--- config.mk ---
export PLATFORM = sky130hd
export DESIGN_NAME = coef_loader
export DESIGN_NICKNAME = d
export VERILOG_FILES = /design/src/rtl/coef_loader.sv
export SDC_FILE = /design/constraint.sdc
export NUM_CORES = 1
export LEC_CHECK = 0
export BUFFER_PORTS_ARGS = -buffer_cell sky130_fd_sc_hd__buf_2
export CAP_MARGIN = 20
export CORE_MARGIN = 2
export CORE_UTILIZATION = 42
export CTS_BUF_LIST = sky130_fd_sc_hd__clkbuf_16
export CTS_CLUSTER_DIAMETER = 50
export DETAILED_ROUTE_END_ITERATION = 12
export HOLD_SLACK_MARGIN = 0.1
export SLEW_MARGIN = 10
export SYNTH_ARGS = -nofsm -noshare
export SYNTH_HDL_FRONTEND = slang
export SYNTH_SLANG_ARGS = --single-unit
--- constraint.sdc ---
create_clock -name clk -period 2.5 [get_ports clk]
set_input_delay 0.5 -clock clk [delete_from_list [all_inputs] [get_ports clk]]
set_output_delay 0.5 -clock clk [all_outputs]
set_load 0.01 [all_outputs]
--- src/rtl/coef_loader.sv ---
// Streams packed signed coefficient pairs into the NTT core's dual-port load interface.
// Each coefficient is reduced into [0, Q). The last write is held until the core reports init_done.
module coef_loader #(
  parameter int N      = 256,
  parameter int AW     = 8,
  parameter int DW     = 16,
  parameter int Q      = 3329,
  parameter int REDUCE = 1
) (
  input  logic          clk,
  input  logic          rst,
  input  logic          load_start,
  input  logic [31:0]   s_data,
  input  logic          s_valid,
  output logic          s_ready,
  output logic          we,
  output logic [AW-1:0] address_ina,
  output logic [AW-1:0] address_inb,
  output logic [DW-1:0] data_ina,
  output logic [DW-1:0] data_inb,
  input  logic          init_done,
  output logic          busy,
  output logic          load_done,
  output logic          range_err
);

  typedef enum logic [1:0] {
    IDLE = 2'd0,
    LOAD = 2'd1,
    HOLD = 2'd2,
    DONE = 2'd3
  } state_t;

  localparam logic [AW-1:0] LAST_PAIR = AW'(N / 2 - 1);

  // The top bit is the range flag; the low DW bits are the reduced (or raw) value.
  function automatic logic [DW:0] reduce_coef(input logic [15:0] raw);
    logic signed [31:0] x;
    logic [DW-1:0]      r;
    logic               err;
    x = {{16{raw[15]}}, raw};
    if (REDUCE != 0) begin
      if (x < 32'sd0) begin
        r = DW'(x + Q);
      end else if (x >= Q) begin
        r = DW'(x - Q);
      end else begin
        r = DW'(x);
      end
      err = (x < -Q) || (x >= Q + Q);
    end else begin
      r   = DW'(raw);
      err = 1'b0;
    end
    return {err, r};
  endfunction

  state_t        state_q, state_d;
  logic [AW-1:0] cnt_q, cnt_d;
  logic          s_ready_q, s_ready_d;
  logic          we_q, we_d;
  logic [AW-1:0] addr_a_q, addr_a_d;
  logic [AW-1:0] addr_b_q, addr_b_d;
  logic [DW-1:0] data_a_q, data_a_d;
  logic [DW-1:0] data_b_q, data_b_d;
  logic          busy_q, busy_d;
  logic          load_done_q, load_done_d;
  logic          range_err_q, range_err_d;
  logic          xfer_s;
  logic [DW:0]   red_a_s, red_b_s;

  // Next-state and next-output computation for the load sequencer.
  always_comb begin
    state_d     = state_q;
    cnt_d       = cnt_q;
    s_ready_d   = s_ready_q;
    we_d        = 1'b0;
    addr_a_d    = addr_a_q;
    addr_b_d    = addr_b_q;
    data_a_d    = data_a_q;
    data_b_d    = data_b_q;
    busy_d      = busy_q;
    load_done_d = load_done_q;
    range_err_d = range_err_q;
    xfer_s      = s_valid && s_ready_q;
    red_a_s     = reduce_coef(s_data[15:0]);
    red_b_s     = reduce_coef(s_data[31:16]);

    case (state_q)
      IDLE, DONE: begin
        if (load_start) begin
          state_d     = LOAD;
          cnt_d       = {AW{1'b0}};
          s_ready_d   = 1'b1;
          busy_d      = 1'b1;
          load_done_d = 1'b0;
          range_err_d = 1'b0;
        end else begin
          state_d   = state_q;
          s_ready_d = 1'b0;
        end
      end
      LOAD: begin
        we_d = xfer_s;
        if (xfer_s) begin
          addr_a_d    = {cnt_q[AW-2:0], 1'b0};
          addr_b_d    = {cnt_q[AW-2:0], 1'b1};
          data_a_d    = red_a_s[DW-1:0];
          data_b_d    = red_b_s[DW-1:0];
          range_err_d = range_err_q | red_a_s[DW] | red_b_s[DW];
          cnt_d       = cnt_q + {{(AW-1){1'b0}}, 1'b1};
          // Stop accepting on the same edge as the final pair so the counter never wraps.
          if (cnt_q == LAST_PAIR) begin
            state_d   = HOLD;
            s_ready_d = 1'b0;
          end else begin
            state_d   = LOAD;
            s_ready_d = 1'b1;
          end
        end else begin
          state_d   = LOAD;
          s_ready_d = 1'b1;
        end
      end
      HOLD: begin
        s_ready_d = 1'b0;
        if (init_done) begin
          state_d     = DONE;
          we_d        = 1'b0;
          busy_d      = 1'b0;
          load_done_d = 1'b1;
        end else begin
          state_d = HOLD;
          we_d    = 1'b1;
        end
      end
      default: begin
        state_d     = IDLE;
        cnt_d       = {AW{1'b0}};
        s_ready_d   = 1'b0;
        we_d        = 1'b0;
        busy_d      = 1'b0;
        load_done_d = 1'b0;
        range_err_d = 1'b0;
      end
    endcase
  end

  // State and registered outputs; reset clears everything, dropping we at once.
  always_ff @(posedge clk or negedge rst) begin
    if (!rst) begin
      state_q     <= IDLE;
      cnt_q       <= {AW{1'b0}};
      s_ready_q   <= 1'b0;
      we_q        <= 1'b0;
      addr_a_q    <= {AW{1'b0}};
      addr_b_q    <= {AW{1'b0}};
      data_a_q    <= {DW{1'b0}};
      data_b_q    <= {DW{1'b0}};
      busy_q      <= 1'b0;
      load_done_q <= 1'b0;
      range_err_q <= 1'b0;
    end else begin
      state_q     <= state_d;
      cnt_q       <= cnt_d;
      s_ready_q   <= s_ready_d;
      we_q        <= we_d;
      addr_a_q    <= addr_a_d;
      addr_b_q    <= addr_b_d;
      data_a_q    <= data_a_d;
      data_b_q    <= data_b_d;
      busy_q      <= busy_d;
      load_done_q <= load_done_d;
      range_err_q <= range_err_d;
    end
  end

  assign s_ready     = s_ready_q;
  assign we          = we_q;
  assign address_ina = addr_a_q;
  assign address_inb = addr_b_q;
  assign data_ina    = data_a_q;
  assign data_inb    = data_b_q;
  assign busy        = busy_q;
  assign load_done   = load_done_q;
  assign range_err   = range_err_q;

endmodule

# ---- After elaboration in Yosys (flattened, before gate mapping)
# Index checks and enable logic that the tools add are counted.
dict set report totals {
  regBits 62
  in_bits 37
  out_inout_bits 53
}
dict set report classes {
  n_addsub 5
  order_cmp 8
  n_eq_ne 7
  muxes 26
  n_reduce_logical 10
  bitwise 2
}
# cell count
set op_table {}
lappend op_table {{16-bit two-way mux} 4}
lappend op_table {{16-bit by 13-bit adder with 16-bit output, second input constant} 2}
lappend op_table {{16-bit by 13-bit greater-or-equal comparator with 1-bit output, second input constant} 2}
lappend op_table {{16-bit by 14-bit greater-or-equal comparator with 1-bit output, second input constant} 2}
lappend op_table {{16-bit by 1-bit less-than comparator with 1-bit output, second input constant} 2}
lappend op_table {{16-bit by 13-bit less-than comparator with 1-bit output, second input constant} 2}
lappend op_table {{16-bit by 13-bit subtractor with 16-bit output, second input constant} 2}
lappend op_table {{8-bit two-way mux} 2}
lappend op_table {{8-bit one-hot mux with 2 select lines} 1}
lappend op_table {{1-bit two-way mux} 10}
lappend op_table {{8-bit by 1-bit adder with 8-bit output, second input constant} 1}
lappend op_table {{8-bit by 7-bit equality test with 1-bit output, second input constant} 1}
lappend op_table {{1-bit one-hot mux with 2 select lines} 4}
lappend op_table {{2-bit two-way mux} 3}
lappend op_table {{2-bit inequality test, second input constant} 3}
lappend op_table {{2-bit one-hot mux with 3 select lines} 1}
lappend op_table {{3-bit AND reduction} 2}
lappend op_table {{2-bit equality test, second input constant} 2}
lappend op_table {{2-bit nonzero test} 2}
lappend op_table {{1-bit one-hot mux with 3 select lines} 1}
lappend op_table {{2-bit by 1-bit equality test with 1-bit output, second input constant} 1}
lappend op_table {{2-bit logical NOT} 1}
lappend op_table {{1-bit logical OR} 2}
lappend op_table {{1-bit bitwise OR} 2}
lappend op_table {{3 further kinds} 3}

# ---- Logic depth before layout (Yosys ltp)
# Gate-level depths: netlist of the first run.
dict set report logic_depth {
  ltp_word 6
  depth_mapped 8
  mapped_depth_nobuf 7
}

# ---- Worst setup path after synthesis of the first run
# No wires, ideal clock.
dict set report synth_timing {
  kind {input port to flip-flop}
  from {input port s_data[0]}
  to {register data_a_q[14], in the netlist data_ina[14]}
  n_path_buf 0
  required_ps 2364
  setup_slack_ps 146
  t_arrival_ps 2217
  cell_stages 7
  cell_sequence {inv_1 -> ha_1 -> nor4b_1 -> a21oi_2 -> o211ai_1 -> nor4_1 -> or3b_2}
}
dict set report synth_between {
  elab_chain_cells 3
  elab_cells_between_ends 6
  cone_classes {add/sub (2); order compare (2); mux (2)}
}
# element line
set synth_rtl {}
lappend synth_rtl {{start: declaration} 13} ;# input logic [31:0] s_data,
lappend synth_rtl {{16-bit by 13-bit subtractor with 16-bit output / 16-bit by 13-bit greater-or-equal comparator with 1-bit output (equally long branches)} {46, 45}}
lappend synth_rtl {{16-bit two-way mux} 45} ;# end else if (x >= Q) begin
lappend synth_rtl {{16-bit two-way mux (*)} 43} ;# if (x < 32'sd0) begin
lappend synth_rtl {{end signal: assignment} 158} ;# data_a_q <= {DW{1'b0}};
lappend synth_rtl {{end signal: assignment} 170} ;# data_a_q <= data_a_d;
lappend synth_rtl {{end: declaration} 64} ;# logic [DW-1:0] data_a_q, data_a_d;
# Every way passes the cells marked *; elsewhere a longest branch is shown, timed or not.
# A chain may end at the register's enable or synchronous reset.

# ---- Final worst setup path of the first run
dict set report layout_timing {
  from {input port s_data[22]}
  to {register range_err_q, in the netlist range_err}
}
dict set report layout_between {
  elab_chain_cells 5
  elab_cells_between_ends 6
  cone_classes {order compare (2); mux (2); bitwise (1); reduce/logical (1)}
}
# element line
set layout_rtl {}
lappend layout_rtl {{16-bit by 13-bit less-than comparator with 1-bit output / 16-bit by 14-bit greater-or-equal comparator with 1-bit output (equally long branches)} 50} ;# err = (x < -Q) || (x >= Q + Q);
lappend layout_rtl {{1-bit logical OR (*)} 50}
lappend layout_rtl {{1-bit bitwise OR (*)} 110} ;# range_err_d = range_err_q | red_a_s[DW] | red_b_s[DW];
lappend layout_rtl {{1-bit two-way mux (*)} 105} ;# if (xfer_s) begin
lappend layout_rtl {{1-bit one-hot mux with 2 select lines (*)} 89} ;# case (state_q)
lappend layout_rtl {{end signal: assignment} 174} ;# range_err_q <= range_err_d;
lappend layout_rtl {{end: declaration} 68} ;# logic range_err_q, range_err_d;
# Every way passes the cells marked *; elsewhere a longest branch is shown, timed or not. The select of a mux whose other input is x is not followed.

==> run summary, run 1 <==
The boundary pin count is 90. After layout, the design draws a total of 3674 uW. The number of standard-cell rows in the floorplan is 36. The total power divided by cell area works out to 745.5 nW/um^2. Once the floorplan was initialized, standard cells occupied 42.97% of the core.

Number of design rule violations left after detail routing: 0. The final number of setup-violating endpoints is 0. The wire length of the first global-routing pass came out at 19.74 mm.

The multi-input combinational cells in the finished layout cover a total of 2509 sq um. Compared with the post-synthesis result, the final layout area differs by 18.43%. In this run the cell area measured after placement is 4775 sq um. Using the TritonRoute via totals, the vias-per-cell ratio works out to 5.711. Number of warnings printed during yosys synthesis: 0. The tools report the final hold violation count as 0. The run gives 55 as the clock sink total.

The tools report the net switching power figure as 1465 uW. The flow ran to the end, and the final reports show no timing, DRC or antenna violations. The tools report the maximum clock path buffer count as 2. The worst path uses 92.85% of the clock period. The logs give 573 for the number of nets in the synthesized netlist and 0 for the max-capacitance violation count. Registers take 1376 sq um.

Synthesis handed over a netlist of 525 instances. The detail route stage leaves a number of antenna-violating nets equal to 0. After synthesis, the largest family of logic cells by area is simple AND/OR/NAND/NOR gates.

The run gives 20.3% as the clock share of power. Summing the areas of all compound-gate instances in the mapped netlist gives 22.70% of the synthesized area. The share of Yosys cell area claimed by the top area cell type was 33.07%; the worst path buffer plus inverter count was 1. The tools report the post-CTS setup-driven buffer insertion count as 0.

Setup repair after global routing left no endpoint under its margin. The core region is 9684 sq um. The number of gates given a new drive strength after cts is 0, and the flip-flop and latch count after synthesis is 55. Per report_power, the sequential group accounts for 38.5% of the total. The number of port buffers is 88. The worst path in the final design needs a cycle of 2.321 ns, including I/O delays and setup. Summing every instance area after synthesis gives 4161 sq um. The run gives 0 as the initial antenna violation count. Arithmetic-cell share of the synthesized area counting full adders, half adders and majority gates: 3.307%. The maximum number of pins on one net before global-route repair was 41; the sequential-to-total area share from yosys stat was 33.07%. The wire length per cell was 15.94 um. For this design, the CTS-stage hold fixing added 0 buffers. The repair_antennas step left the layout with diodes totalling 0. In the synthesized netlist the dominant register cell turns out to be sky130_fd_sc_hd__dfrtp_1. In the synthesized netlist, mux cells make up 1.203% of the area. The run gives 0.8866 as the routability-driven placement congestion ratio.

The min-delay analysis places its worst path in the category in2async. The number of levels in the clock H-tree is 2. Switching fraction of total power: 39.87%.

Of all flip-flops after synthesis, the portion carrying an async set or reset was 100.0%. Summed over all layers, the routed wires come to 11.73 mm. The critical path in this run is classified as in2reg.

The logs give 2.65 ns for the required time of the critical path and 2209 uW for the internal power contribution. The tools report the part of the total power dissipated in combinational logic as 41.2%. The XOR/XNOR share of the synthesized area is 3.788%, and the clock slew at the register clock pins of the worst setup and hold paths is 0.08 ns. At the end of the flow, the number of nets in the layout was 650.

In the layout the commonest cells are 88 x sky130_fd_sc_hd__buf_2, 82 x sky130_fd_sc_hd__nand2_1, 55 x sky130_fd_sc_hd__dfrtp_1. The count of distinct cell types in the synthesized netlist was 72. The count of flip-flops with a built-in enable after synthesis came out at 0. The number of clock buffers added by TritonCTS is 5. At the worst endpoint, the arrival time is 2.47 ns. The peak clock frequency supported by timing was 0.4308 GHz; the floorplan die area was 10720 sq um. The total via count after detailed routing is 4203. The endpoint type of the worst setup path was a flip-flop. Die extent in y: 103.5 um. The cell taking the most area after synthesis is sky130_fd_sc_hd__dfrtp_1.

The transition time at the pin with the least slew margin was 0.6682 ns. In this run the worst path has a maximum fanout of 6. The proportion of layout cells with a drive suffix above 1 was 22.89%. For this design, the slowest cell found on the critical path is sky130_fd_sc_hd__or4_1. The filler cells instantiated in the layout total 960.

Ranked by total cell area, the synthesized netlist is headed by sky130_fd_sc_hd__dfrtp_1 33%, sky130_fd_sc_hd__nand2_1 7.4%, sky130_fd_sc_hd__o21ai_0 3.4%, sky130_fd_sc_hd__nor2_1 3.3%, sky130_fd_sc_hd__ha_1 3.3%. The setup clock skew after layout is 0.004685 ns. The library cell used most frequently in the layout, excluding fill and tap cells, is sky130_fd_sc_hd__buf_2. For the headroom to the max-slew limit, the log shows 55.46%. The length of the first detailed-routing pass in iterations was 5. STA classifies the critical path startpoint as an input port. Cells fill 50.89% of the core in the end. Across the VDD grid, the largest voltage drop is 0.0003352 V. The number of pins exceeding their max-slew limit in the final report was 0. Walking the worst path, the cells encountered are buf_2 > or4_1 > nor4b_1 > o21ai_0 > a2111oi_0 > a211oi_1.

In this design, the stage delay of the slowest critical-path cell is 0.62 ns. The analysis attributes to cell leakage a power of 0.002228 uW. Of the total synthesized cell area, the portion taken by AND, OR, NAND and NOR gates is 29.07%.

TritonCTS built the clock tree. The clock reaches the later pin of the worst-skew pair after 0.30 ns. The total routing resource utilization after global routing is 21.95%.

In this run, the number of DRC markers left after iteration 0 of detailed routing was 260. For this run the aggregate overflow at the end of global routing stands at 0. The tools report the master cell of the clock root buffer as sky130_fd_sc_hd__clkbuf_16. From left edge to right edge, the die measures 103.5 um. The logs give 3954 for the number of global-route vias before repair and 8.788 mm for the detailed-placement wirelength estimate. Per-instance average area after synthesis: 7.927 sq um.

The cell family contributing the most delay on the critical path is simple AND/OR/NAND/NOR gates. The finished cells cover 4928 sq um.
final timing paths:
path                        startpoint              to  slack [ns]  depth (start not counted)
max                         s_data[22]       range_err        0.18                          6
min                                rst  address_inb[5]        0.19                          1
max reg2reg                 state_q[0]        cnt_q[4]        0.39                          7
min reg2reg                data_ina[2]     data_ina[2]        0.47                          2
max in group asynchronous          rst     data_inb[0]        1.61                          2
min in group clk           data_ina[2]     data_ina[2]        0.47                          2
cells by family (layout without fill, tap and decap cells):
group / count (synthesis) / in the layout
fa+ha+maj: 11 / 11
other cells: 1 / 1
mux: 5 / 5
flops: 55 / 55
simple gates: 241 / 241
buf+inv: 61 / 139
xor+xnor: 18 / 18
compound gates: 133 / 133
metrics by stage:
| step | setup TNS [ns] | setup slack [ns] | std cells | hold WS [ns] |
|---|---|---|---|---|
| 6_report | 0 | 0.1786 | 736 | 0.1916 |
| 3_5_place_dp | -0.02483 | -0.02483 | 728 | 0.4540 |
| 5_1_grt | 0 | 0.09044 | 736 | 0.2280 |
| 2_1_floorplan | 0 | 0.1463 | 525 | 0.2044 |
| 3_3_place_gp | 0 | 0.04587 | 728 | 0.4436 |
| 4_1_cts | 0 | 0.2623 | 736 | 0.2019 |
synthesized netlist by cell type, types with 6 or more instances:
| cell type | number |
|---|---|
| sky130_fd_sc_hd__and3_1 | 8 |
| sky130_fd_sc_hd__and2_1 | 8 |
| sky130_fd_sc_hd__buf_4 | 8 |
| sky130_fd_sc_hd__a21oi_1 | 15 |
| sky130_fd_sc_hd__dfrtp_1 | 55 |
| sky130_fd_sc_hd__o211ai_1 | 6 |
| sky130_fd_sc_hd__a211oi_1 | 6 |
| sky130_fd_sc_hd__or3_1 | 6 |
| sky130_fd_sc_hd__nor2_1 | 37 |
| sky130_fd_sc_hd__o21ai_0 | 28 |
| sky130_fd_sc_hd__nand4_1 | 14 |
| sky130_fd_sc_hd__nand3_1 | 19 |
| sky130_fd_sc_hd__nor4_1 | 7 |
| sky130_fd_sc_hd__nor3_1 | 23 |
| sky130_fd_sc_hd__clkbuf_1 | 29 |
| sky130_fd_sc_hd__xor2_1 | 15 |
| sky130_fd_sc_hd__inv_1 | 14 |
| sky130_fd_sc_hd__or4_1 | 9 |
| sky130_fd_sc_hd__buf_2 | 6 |
| sky130_fd_sc_hd__ha_1 | 11 |
| sky130_fd_sc_hd__o2111ai_1 | 7 |
| sky130_fd_sc_hd__nand2b_1 | 9 |
| sky130_fd_sc_hd__o22ai_1 | 10 |
| sky130_fd_sc_hd__nand2_1 | 82 |
layout make-up:
type / count / share of cell area (%)
Inverter: 14 / 1.066
Clock inverter: 3 / 0.5839
Timing Repair Buffer: 117 / 13.61
Sequential cell: 55 / 27.93
Clock buffer: 5 / 2.539
Tap cell: 133 / 3.376
Multi-Input combinational cell: 409 / 50.90
flip-flops by register name, summed over array words and instances, names as in the netlist:
signal / cells
range_err: 1
we: 1
load_done: 1
s_ready: 1
data_ina: 16
busy: 1
cnt_q: 8
data_inb: 16
address_inb: 8
state_q: 2
power groups by stage:
stage	combinational (uW)	clock [uW]	sequential [uW]
2_1_floorplan	808	0	1520
3_5_place_dp	1520	0	1430
3_3_place_gp	1500	0	1420
4_1_cts	1530	773	1420
5_1_grt	1700	805	1460
6_report	1510	746	1420
per-layer routing:
layer / vias to the layer above / routed length, um / GRT usage [%]
li1: 2090 / - / -
met1: 1964 / 5526 / 31.85
met2: 137 / 5430 / 35.24
met3: 12 / 661 / 2.895
met4: 0 / 110 / 4.537
met5: - / 0 / 0
(Power assumes the default switching activity.)
==> run 2: changes to the inputs <==
ABC_CLOCK_PERIOD_IN_PS = 2500   (was not set)
CORE_UTILIZATION = 54   (was 42)
PLACE_DENSITY = 0.79   (was not set)
==> run 2 against run 1 <==
Worst setup slack improved by 0.11 ns. Maximum frequency grew 4.9%. Register-to-register slack got worse by 0.10 ns. Critical endpoint is now cnt_q[7].
==> run summary, run 2 (synthesis gave the netlist of run 1 again) <==
From synthesis to final layout, the design area changed by 17.44%. The ratio of routed vias to standard cells was 6.186. Dividing total power by cell area gives a power density of 763.6 nW/um^2.

Measured against its own limit, the worst slew margin works out to 51.86%. Clock slew at the register clock pins of the worst setup and hold paths: 0.07 ns. The initial antenna violation count is 0, and the worst voltage drop across the vdd grid is 0.0003581 V.

TritonCTS built the clock tree. The top cell types in the final layout, fill and taps aside, are 88 x sky130_fd_sc_hd__buf_2, 82 x sky130_fd_sc_hd__nand2_1, 55 x sky130_fd_sc_hd__dfrtp_1. The analysis attributes to cell leakage a power of 0.002219 uW. The maximum clock path buffer count was 2. The detailed-placement wirelength estimate is 8.298 mm, and the routability-driven placement congestion ratio is 0.9439. STA classifies the critical path startpoint as a flip-flop.

Once detail routing completed, the nets flagged for antenna violations numbered 0. The total via count after detailed routing is 4355, and the required time of the critical path is 2.66 ns. STA puts the critical path data arrival time at 2.38 ns. The first global-routing pass estimated 19.30 mm of wire.

The tools report the power after layout as 3732 uW. The run finished with clean final reports. The logs give 55 for the clock sink total and 0 for the final hold violation count.

After detailed routing, the average wire length per cell comes to 16.37 um. Setup repair after global routing left no endpoint under its margin. The number of pins exceeding their max-slew limit in the final report came out at 0.

The classification of the worst-slack hold path is in2async. The logs give 27.53% for the total routing resource utilization after global routing and 7607 sq um for the area of the core region. The most common cell after layout, fill and taps aside is sky130_fd_sc_hd__buf_2. The boundary pin count was 90. The number of design-rule violations left by the first detailed-router iteration is 287, and the final critical delay including setup and external delays is 2.213 ns.

The worst setup path category was reg2reg. The final clock period utilization by the worst path works out to 88.52%. For this run, design rule violations remaining after detail routing come to 0.

TritonCTS created 5 clock buffers. The die is 91.79 um wide. Setup violations remaining at the end of the flow were counted as 0. After layout, the worst setup slack is 0.2870 ns.

Number of port buffers: 88. After clock tree synthesis, the repair step resized 0 gates. The run gives 56 as the maximum number of pins on one net before global-route repair.

Adding up every negative setup slack in the final design gives 0 ns. Buffers added to address setup during post-CTS repair amount to 0. Before antenna repair, the detailed router went through 5 iterations. The final layout contains 649 nets. The initial utilization of the core area, before any placement, comes to 54.70%. The run gives 0 as the number of hold-repair buffers added at the cts stage. Worst hold margin: 0.3458 ns.

Cells fill 64.24% of the core in the end. The final-layout fill cell count is 721. The logs give 0.30 ns for the clock insertion delay at the later pin of the skew report and 2 for the number of levels in the clock H-tree. Prior to clock tree synthesis, the placed netlist has a worst setup slack of 0.07642 ns.

The final layout contains routed wiring with a total length of 11.52 mm. For the number of global-route vias before repair, the log shows 4015. Between clock sinks in the finished design, the worst skew comes to 0.005120 ns. Endpoint type of the worst setup path: a flip-flop. The run gives 0 as the count of antenna diodes in the layout. The proportion of layout cells with a drive suffix above 1 came out at 22.76%. At the pin with the least slew margin, the transition time is 0.7221 ns. The die covers 8424 sq um. The logs give 32 for the number of standard-cell rows in the floorplan and 0.4519 GHz for the peak clock frequency supported by timing.

Along the worst path, the maximum fanout reaches 11. Clock tree synthesis selected as its root buffer the cell sky130_fd_sc_hd__clkbuf_16. Max-cap violations in this run came to 0. Die extent in y: 91.79 um.

The remaining global-route overflow came out at 0.
## run 2: layout make-up
cell class | instances | area, sq um | area share [%]
multi-input cells | 409 | 2509 | 51.33
well taps | 102 | 127.6 | 2.611
flip-flops and latches | 55 | 1376 | 28.16
clock buffers | 5 | 125.1 | 2.560
repair buffers | 116 | 650.6 | 13.31
clock inverters | 3 | 46.29 | 0.9473
inverters | 14 | 52.55 | 1.075
## run 2: per-stage QoR
stage / std cells / cell area [sq um]
3_5_place_dp: 696 / 4716
6_report: 704 / 4887
3_3_place_gp: 696 / 4716
2_1_floorplan: 525 / 4161
5_1_grt: 704 / 4887
4_1_cts: 704 / 4887
## run 2: worst paths after layout
check,slack [ns],to,cells after the start,start
setup reg to reg,0.29,cnt_q[7],7,state_q[0]
hold reg to reg,0.48,data_ina[1],2,data_ina[1]
setup / recovery,0.29,cnt_q[7],7,state_q[0]
hold / removal,0.35,data_ina[8],2,rst
min in group clk,0.48,data_ina[1],2,data_ina[1]
max in group asynchronous,1.69,busy,2,rst
## run 2: power breakdown
group / leakage, uW / switching, uW / total, uW / internal (uW)
Combinational: 0.00144 / 903 / 1510 / 609
Sequential: 0.000698 / 198 / 1400 / 1200
Clock: 0.0000804 / 344 / 821 / 477
## run 2: worst max-delay path, stage by stage (launching register included)
cell and delay [ns]:
sky130_fd_sc_hd__dfrtp_1 0.38, sky130_fd_sc_hd__inv_1 0.07, sky130_fd_sc_hd__ha_1 0.42, sky130_fd_sc_hd__nor2b_1 0.26
sky130_fd_sc_hd__a21oi_1 0.48, sky130_fd_sc_hd__nand4_1 0.21, sky130_fd_sc_hd__xor2_1 0.20, sky130_fd_sc_hd__nor2_1 0.06
## run 2: routing by layer
| layer | wire length (um) | track usage, % | vias to the layer above | part of all wire [%] |
|---|---|---|---|---|
| li1 | - | - | 2074 | - |
| met1 | 5027 | 39.74 | 2053 | 44 |
| met2 | 5455 | 43.81 | 211 | 47 |
| met3 | 876 | 3.205 | 17 | 7.6 |
| met4 | 163 | 7.711 | 0 | 1.4 |
| met5 | 0 | 0 | - | 0 |
